**src/rtl/multicycle_control.sv**
```systemverilog
// Multi-cycle RV32I sequencer: fetches into the instruction register, then steps the
// datapath through DECODE/EXECUTE/MEMORY/WRITEBACK, trapping on illegal opcodes and bus stalls.
module multicycle_control #(
  parameter int unsigned WAIT_LIMIT = 255
) (
  input  logic        clock,
  input  logic        reset,
  output logic        fetch_req,
  input  logic        fetch_ready,
  input  logic [31:0] fetch_data,
  output logic [31:0] instruction,
  input  logic        branch_taken,
  output logic        data_req,
  output logic        data_we,
  input  logic        data_ready,
  output logic        reg_write,
  output logic [4:0]  rd,
  output logic        alu_src_imm,
  output logic [1:0]  wb_sel,
  output logic        pc_write,
  output logic        pc_sel,
  output logic        illegal,
  output logic        bus_error,
  output logic        retired,
  output logic [2:0]  state
);

  typedef enum logic [2:0] {
    S_FETCH     = 3'd0,
    S_DECODE    = 3'd1,
    S_EXECUTE   = 3'd2,
    S_MEMORY    = 3'd3,
    S_WRITEBACK = 3'd4,
    S_TRAP      = 3'd5
  } state_t;

  localparam logic [6:0] OPC_OPIMM  = 7'b0010011;
  localparam logic [6:0] OPC_OP     = 7'b0110011;
  localparam logic [6:0] OPC_LOAD   = 7'b0000011;
  localparam logic [6:0] OPC_STORE  = 7'b0100011;
  localparam logic [6:0] OPC_BRANCH = 7'b1100011;
  localparam logic [6:0] OPC_JAL    = 7'b1101111;
  localparam logic [6:0] OPC_LUI    = 7'b0110111;

  localparam logic [7:0] WAIT_LIMIT_C = 8'(WAIT_LIMIT);

  state_t      state_q, state_d;
  logic [31:0] ir_q, ir_d;
  logic [7:0]  wait_q, wait_d;
  logic        illegal_q, illegal_d;
  logic        bus_error_q, bus_error_d;

  logic is_opimm, is_op, is_load, is_store, is_branch, is_jal, is_lui;
  logic supported, limit_hit;

  assign is_opimm  = (ir_q[6:0] == OPC_OPIMM);
  assign is_op     = (ir_q[6:0] == OPC_OP);
  assign is_load   = (ir_q[6:0] == OPC_LOAD);
  assign is_store  = (ir_q[6:0] == OPC_STORE);
  assign is_branch = (ir_q[6:0] == OPC_BRANCH);
  assign is_jal    = (ir_q[6:0] == OPC_JAL);
  assign is_lui    = (ir_q[6:0] == OPC_LUI);
  assign supported = is_opimm | is_op | is_load | is_store | is_branch | is_jal | is_lui;
  assign limit_hit = (wait_q == WAIT_LIMIT_C);

  assign instruction = ir_q;
  assign rd          = ir_q[11:7];
  assign illegal     = illegal_q;
  assign bus_error   = bus_error_q;
  assign state       = state_q;

  always_ff @(posedge clock or posedge reset) begin
    if (reset) begin
      state_q     <= S_FETCH;
      ir_q        <= 32'd0;
      wait_q      <= 8'd0;
      illegal_q   <= 1'b0;
      bus_error_q <= 1'b0;
    end else begin
      state_q     <= state_d;
      ir_q        <= ir_d;
      wait_q      <= wait_d;
      illegal_q   <= illegal_d;
      bus_error_q <= bus_error_d;
    end
  end

  // The wait counter defaults to zero so that any state change clears it; it only
  // advances while FETCH or MEMORY is stalled on its handshake.
  always_comb begin
    state_d     = state_q;
    ir_d        = ir_q;
    wait_d      = 8'd0;
    illegal_d   = illegal_q;
    bus_error_d = bus_error_q;
    fetch_req   = 1'b0;
    data_req    = 1'b0;
    data_we     = 1'b0;
    reg_write   = 1'b0;
    alu_src_imm = 1'b0;
    wb_sel      = 2'd0;
    pc_write    = 1'b0;
    pc_sel      = 1'b0;
    retired     = 1'b0;

    case (state_q)
      S_FETCH: begin
        fetch_req = 1'b1;
        if (fetch_ready) begin
          ir_d    = fetch_data;
          state_d = S_DECODE;
        end else if (limit_hit) begin
          state_d     = S_TRAP;
          bus_error_d = 1'b1;
        end else begin
          wait_d = wait_q + 8'd1;
        end
      end

      S_DECODE: begin
        if (!supported) begin
          state_d   = S_TRAP;
          illegal_d = 1'b1;
        end else begin
          state_d = S_EXECUTE;
        end
      end

      S_EXECUTE: begin
        alu_src_imm = is_opimm | is_load | is_store | is_lui;
        if (is_load || is_store) begin
          state_d = S_MEMORY;
        end else if (is_branch) begin
          pc_write = 1'b1;
          pc_sel   = branch_taken;
          retired  = 1'b1;
          state_d  = S_FETCH;
        end else begin
          state_d = S_WRITEBACK;
        end
      end

      S_MEMORY: begin
        data_req = 1'b1;
        data_we  = is_store;
        if (data_ready) begin
          if (is_store) begin
            pc_write = 1'b1;
            retired  = 1'b1;
            state_d  = S_FETCH;
          end else begin
            state_d = S_WRITEBACK;
          end
        end else if (limit_hit) begin
          state_d     = S_TRAP;
          bus_error_d = 1'b1;
        end else begin
          wait_d = wait_q + 8'd1;
        end
      end

      S_WRITEBACK: begin
        reg_write = (ir_q[11:7] != 5'd0);
        if (is_load) begin
          wb_sel = 2'd1;
        end else if (is_jal) begin
          wb_sel = 2'd2;
        end else if (is_lui) begin
          wb_sel = 2'd3;
        end else begin
          wb_sel = 2'd0;
        end
        pc_write = 1'b1;
        pc_sel   = is_jal;
        retired  = 1'b1;
        state_d  = S_FETCH;
      end

      S_TRAP: begin
        state_d = S_TRAP;
      end

      default: begin
        state_d = S_FETCH;
      end
    endcase
  end

endmodule
```
**config.mk**
```make
export PLATFORM = sky130hd
export DESIGN_NAME = multicycle_control
export DESIGN_NICKNAME = d
export VERILOG_FILES = /design/src/rtl/multicycle_control.sv
export SDC_FILE = /design/constraint.sdc
export NUM_CORES = 1
export LEC_CHECK = 0
export ABC_CLOCK_PERIOD_IN_PS = 1410
export BUFFER_PORTS_ARGS = -buffer_cell sky130_fd_sc_hd__clkbuf_2
export CELL_PAD_IN_SITES_DETAIL_PLACEMENT = 1
export CELL_PAD_IN_SITES_GLOBAL_PLACEMENT = 2
export CORE_MARGIN = 1.5
export CORE_UTILIZATION = 27
export DETAILED_ROUTE_END_ITERATION = 16
export HOLD_SLACK_MARGIN = 0.1
export PLACE_DENSITY_LB_ADDON = 0.1
export SETUP_SLACK_MARGIN = 0.1
export SYNTH_ARGS = -nofsm -noshare
export SYNTH_HDL_FRONTEND = slang
export SYNTH_SLANG_ARGS = --single-unit
```
**constraint.sdc**
```tcl
create_clock -name clock -period 1.41 [get_ports clock]
set_input_delay 0.2115 -clock clock [delete_from_list [all_inputs] [get_ports clock]]
set_output_delay 0.2115 -clock clock [all_outputs]
set_load 0.05 [all_outputs]
```
After elaboration in Yosys (flattened, before gate mapping)
Index checks and enable logic that the tools add are counted.
{"block": "op_classes", "n_reduce_logical": 7, "add_sub_neg": 1, "bitwise_logic": 10, "n_mux": 33, "eq_ne": 15}
{"cell": "two-way mux 8 bit", "count": 3}
{"cell": "== test 7 x 6 -> 1 bit, second input constant", "count": 3}
{"cell": "two-way mux 3 bit", "count": 7}
{"cell": "one-hot mux 8 bit (2 select lines)", "count": 1}
{"cell": "one-hot mux 3 bit (5 select lines)", "count": 1}
{"cell": "== test 7 bit, second input constant", "count": 2}
{"cell": "two-way mux 1 bit", "count": 14}
{"cell": "OR 1 bit", "count": 9}
{"cell": "adder 8 x 1 -> 8 bit, second input constant", "count": 1}
{"cell": "== test 8 bit, second input constant", "count": 1}
{"cell": "two-way mux 2 bit", "count": 4}
{"cell": "== test 7 x 2 -> 1 bit, second input constant", "count": 1}
{"cell": "== test 7 x 5 -> 1 bit, second input constant", "count": 1}
{"cell": "== test 3 x 2 -> 1 bit, second input constant", "count": 2}
{"cell": "== test 3 bit, second input constant", "count": 2}
{"cell": "nonzero test 5 bit", "count": 1}
{"cell": "!= test 2 bit, second input constant", "count": 2}
{"cell": "one-hot mux 1 bit (2 select lines)", "count": 2}
{"cell": "AND reduction 2 bit", "count": 2}
{"cell": "== test 3 x 1 -> 1 bit, second input constant", "count": 1}
{"cell": "zero test 3 bit", "count": 1}
{"cell": "one-hot mux 1 bit (3 select lines)", "count": 1}
{"cell": "AND reduction 3 bit", "count": 1}
{"cell": "nonzero test 2 bit", "count": 1}
{"cell": "other kinds (2)", "count": 2}
{"block": "word_totals", "ff_bits": 45, "inputBits": 37, "word_cells": 71}

Logic depth before layout (Yosys ltp)
{"block": "logic_depth", "ltp_word": 9, "ltp_mapped": 6, "ltp_nobuf": 5}

Worst setup path before layout
Ideal clock, no wire load.
{"block": "synth_path", "path_type": "register to output", "start": "register ir_q[2] (netlist: instruction[2])", "end": "output port wb_sel[0]", "arrival_time_ns": 3.527, "required_ns": 1.199, "path_slack_ns": -2.328, "path_stages_with_launch": 3, "path_cell_list": "dfrtp_1 > or3_1 > a2111oi_0"}
{"block": "synth_via", "elab_chain_len": 5, "word_cells_on_any_way": 7, "classes_between": "eq/ne (3); mux (4)"}
{"item": "from (decl)", "line": "48", "source": "logic [31:0] ir_q, ir_d;"}
{"item": "from (signal assigned)", "line": "81", "source": "ir_q <= ir_d;"}
{"item": "== test 7 x 6 -> 1 bit", "line": "62", "source": "assign is_lui = (ir_q[6:0] == OPC_LUI);"}
{"item": "two-way mux 2 bit", "line": "168", "source": "end else if (is_lui) begin"}
{"item": "two-way mux 2 bit", "line": "166", "source": "end else if (is_jal) begin"}
{"item": "two-way mux 2 bit *", "line": "164", "source": "if (is_load) begin"}
{"item": "two-way mux 2 bit *", "line": "106", "source": "case (state_q)"}
{"item": "to (decl)", "line": "19", "source": "output logic [1:0] wb_sel,"}
Mark *: on every way between the ends. The rest lies on a longest branch, timed or not.

Worst setup path in the final report
{"block": "layout_path", "start": "register ir_q[3] (netlist: instruction[3])", "end": "output port wb_sel[0]"}
The elaborated chain is that of the path after synthesis.

==> flow_summary.rst <==
.. list-table::
   :header-rows: 1

   * - Metric
     - Value
   * - Worst path setup slack after routing
     - -486.2 ps
   * - Share of flip-flops with an asynchronous set or reset after synthesis
     - 100.0%
   * - Number of cell instances on the worst register-to-register path
     - 6
   * - Congestion Overflow GR
     - 0
   * - Max-slew violation count
     - 0
   * - Via count of the first global-routing pass
     - 1926
   * - Cell total after placement
     - 383
   * - Pin count of the biggest net entering global routing
     - 46
   * - First-pass GRT wire length
     - slightly above 10000 um
   * - Share of post-route cells with drive strength above 1
     - 70.92%
   * - Total I/O pin count
     - 89
   * - WP buf/inv
     - 2
   * - Core area
     - roughly 8000 um^2
   * - Placed cell area
     - roughly 3100 um^2
   * - Power density normalized to cell area
     - around 2400 nW/um^2
   * - Number of enable flip-flop cells after synthesis
     - 0
   * - Global-route met2 utilization
     - 26.32%
   * - Chip Width
     - 94.31 um
   * - Sequential cell area in the final layout
     - 1139 um^2
   * - Crit path max fanout
     - 4
   * - Port bufs
     - approximately 90
   * - Startpoint of the most critical hold path
     - fetch_data[11]
   * - Clk_lat worst skew
     - 300 ps
   * - CTS buffer count
     - 5
   * - Net switching share of the total power
     - 48.91%
   * - Status
     - finished with violations
   * - Mean post-synth cell area
     - roughly 13 um^2
   * - Final routed wirelength across all metal layers
     - around 6600 um
   * - Via total after detailed routing
     - 1865
   * - Worst setup SP type
     - flip-flop
   * - Cell variety after synth
     - 39
   * - Sinks on the clock net
     - 45
   * - Period utilisation layout
     - 134.5%
   * - Proportion of synthesized chip area in sequential cells
     - 50.03%
   * - Antenna Cells
     - 0
   * - Site row count
     - 33
   * - Synthesized instance count
     - ~170
   * - Clock slew seen by the registers of the worst setup and hold paths
     - roughly 90 ps
   * - Standard cell with the maximum stage delay on the critical path
     - sky130_fd_sc_hd__dfrtp_2
   * - Starting density of the core
     - approximately 28%
   * - Clock tree from TritonCTS
     - yes
   * - Filler Cells Inserted
     - 874
   * - Area growth from synthesis to layout
     - 67.87%
   * - CP top delay family
     - buffers and inverters
   * - Fraction of met3 tracks used by global routing
     - between 3 and 4%
   * - Area of the die
     - 8893 um^2
   * - Crit path cell chain
     - nand3b_1 > buf_4 > a2111oi_4 > clkbuf_8
   * - Final count of negative-setup-slack endpoints
     - 51
   * - First-pass iteration count of the detailed router
     - 4
   * - Final #Nets
     - 343
   * - Launch instance of the worst register-to-register path
     - state[1]
   * - Hold Path Sink
     - instruction[11]
   * - Total of max-cap violations
     - 0
   * - Transition time of the tightest slew-check pin
     - 367.8 ps
   * - Leakage power
     - 1.736 nW
   * - Deepest clock path buffer count
     - 2
   * - Number of nets with antenna violations after detailed routing
     - 0
   * - Maximum clock skew at final layout
     - between 10 and 15 ps
   * - Area taken by multi-input logic gates
     - approximately 1200 um^2
   * - Synthesis-stage register bit count
     - 45
   * - Final Instance Area
     - 3779 um^2
   * - Vertical die dimension
     - 94.31 um
   * - Clk pwr share
     - 9.3%
   * - Hold Violations, Final
     - 0
   * - Achievable clock frequency
     - 0.5274 GHz
   * - Tmin final
     - 1896 ps
   * - Area of the mapped netlist
     - 2251 um^2
   * - Main flop type after synthesis
     - sky130_fd_sc_hd__dfrtp_1
   * - GRT busiest layer
     - met2
   * - Yosys warns
     - 0
   * - Number of non-filler instances in the completed layout
     - 411
   * - Setup TNS after final layout
     - -10610 ps
   * - Net switching component of the power
     - 4.508 mW
   * - Mean routed wirelength per cell
     - 15.94 um
   * - Antenna violations before repair
     - 0
   * - Worst min-delay path category
     - input pin to flip-flop
   * - DRC
     - 0
   * - GR Util All Layers
     - 15.17%
   * - Clock root buffer
     - sky130_fd_sc_hd__clkbuf_8
   * - Violated checks
     - negative setup slack
   * - Share of total power in sequential cells
     - a little under a quarter
   * - Hold Crit Depth
     - 2
   * - Reg-to-reg critical path endpoint
     - instruction[27]
   * - Clock H-tree levels
     - 2
   * - Cell internal pwr
     - about 4.7 mW
   * - Required time of the critical path
     - 1200 ps
   * - Peak VDD IR
     - 0.5761 mV
   * - Routability congestion estimate from global placement
     - slightly below 0.8
   * - Relative max-transition margin
     - roughly 75%
   * - Post-synth net total
     - 212
   * - Classification of the worst setup path
     - flip-flop to primary output
   * - Hpwl dp
     - approximately 4400 um
   * - Part of the total power dissipated in combinational logic
     - 66.8%
   * - Per-cell via count in the routed design
     - roughly 4.5
   * - Endpoint class of the critical path
     - primary output
   * - Arrival time of the worst setup path
     - 1680 ps
   * - Starting DRC count in detailed routing
     - 37
   * - Max stage delay on crit path
     - 420 ps
   * - Unrepaired setup endpoints after global routing
     - yes
   * - Minimum setup slack among reg-to-reg paths
     - -240 ps
   * - Global-route met1 utilization
     - 18.88%
[power groups by stage]
stage / sequential (mW) / clock, mW / combinational [mW]
after global placement: 2.22 / 0 / 5.14
after CTS: 2.20 / 0.893 / 6.05
final: 2.21 / 0.853 / 6.16
after detailed placement: 2.24 / 0 / 5.16
after global routing: 2.28 / 0.961 / 6.44
after floorplan: 3.97 / 0 / 2.18
[flip-flops by register name, indices dropped and copies added (netlist names)]
register and flops:
instruction 32, wait_q 8, state 3, bus_error 1, illegal 1
[per-stage QoR]
stage | util, % | power (mW) | setup slack [ps] | hold WS (ps)
floorplan | - | 6.151 | -678.3 | 359.5
global placement | 38.04 | 7.362 | -285.3 | 255.4
detailed placement | 38.04 | 7.392 | -274.5 | 256.4
CTS | 45.38 | 9.143 | -496.1 | 127.9
global route | 46.45 | 9.680 | -593.0 | 115.7
finish | 46.45 | 9.218 | -486.2 | 133.9
[worst register-to-register path: stages, from the launching register on]
cell	delay (ps)
sky130_fd_sc_hd__dfrtp_2	460
sky130_fd_sc_hd__buf_6	140
sky130_fd_sc_hd__nor3_4	170
sky130_fd_sc_hd__and2_4	230
sky130_fd_sc_hd__buf_6	130
sky130_fd_sc_hd__buf_16	130
sky130_fd_sc_hd__mux2_4	300
[layout by cell type (no fill, tap or decap), drive strengths merged, types with 3 or more instances in the layout]
cell    Yosys  routed
nor2b       4       4
mux2       32      32
dfrtp      45      45
nand2b      3       3
a21oi       4       4
buf        12      56
nor3        4       4
clkbuf      0      85
inv         3       3
xor2        5       5
nor2       14      14
nand3       9       9
nand2       7       7
o21ai       3       3
[kinds of logic (layout without fill, tap and decap cells)]
logic type,after synthesis,in the layout,synth area share [%]
AND/OR/NAND/NOR,54,54,12.56
XOR/XNOR,7,7,2.724
adder cells (fa/ha/maj),1,1,0.5558
AO/OA/AOI/OAI,20,20,6.504
flip-flops,45,45,50.03
buffers and inverters,15,147,6.615
multiplexers,32,32,21.01
[Yosys cell counts, drive strengths merged, types with 2 or more instances]
library cell | count | area, um^2
xor2 | 5 | 43.79
nand3 | 9 | 45.04
buf | 12 | 137.6
mux2 | 32 | 473.0
nor3 | 4 | 25.02
a211oi | 2 | 15.01
and3 | 2 | 12.51
nor2 | 14 | 52.55
nand3b | 2 | 15.01
dfrtp | 45 | 1126
nand4 | 2 | 12.51
a21oi | 4 | 20.02
and2 | 2 | 15.02
inv | 3 | 11.26
a21o | 2 | 15.01
nand2 | 7 | 26.28
nand2b | 3 | 18.77
o32ai | 2 | 17.52
o221ai | 2 | 17.52
o21ai | 3 | 18.77
nor2b | 4 | 25.02
xnor2 | 2 | 17.52
[timing repair]
action,CTS,global route
hold buffers,1,0
endpoints found under the setup margin,62,63
setup buffers,14,6
pin swaps,11,4
gates resized for setup,69,20
cloned,2,0
endpoints found under the hold margin,45,0
[per-layer routing]
metal | up-vias | share of wire [%]
met5 | - | 0
met4 | 0 | 0.47
met3 | 2 | 4.4
met2 | 47 | 52
met1 | 947 | 43
li1 | 869 | -
[area by class of cell]
class | instances | share of cell area (%)
well taps | 105 | 3.477
inverters | 3 | 0.2980
clock buffers | 6 | 2.185
clock inverters | 2 | 0.3642
repair buffers | 136 | 31.39
multi-input cells | 114 | 32.15
flip-flops and latches | 45 | 30.13
[how the worst max path moves through the flow]
stage / start / endpoint / slack [ps] / cells after the start
3_5_place_dp: instruction[2] / wb_sel[0] / -270 / 3
5_1_grt: instruction[3] / retired / -590 / 5
4_1_cts: instruction[3] / pc_write / -500 / 5
6_report: instruction[3] / wb_sel[0] / -490 / 4
2_1_floorplan: instruction[3] / retired / -680 / 5
3_3_place_gp: instruction[4] / wb_sel[0] / -290 / 3
(Power assumes the default switching activity.)
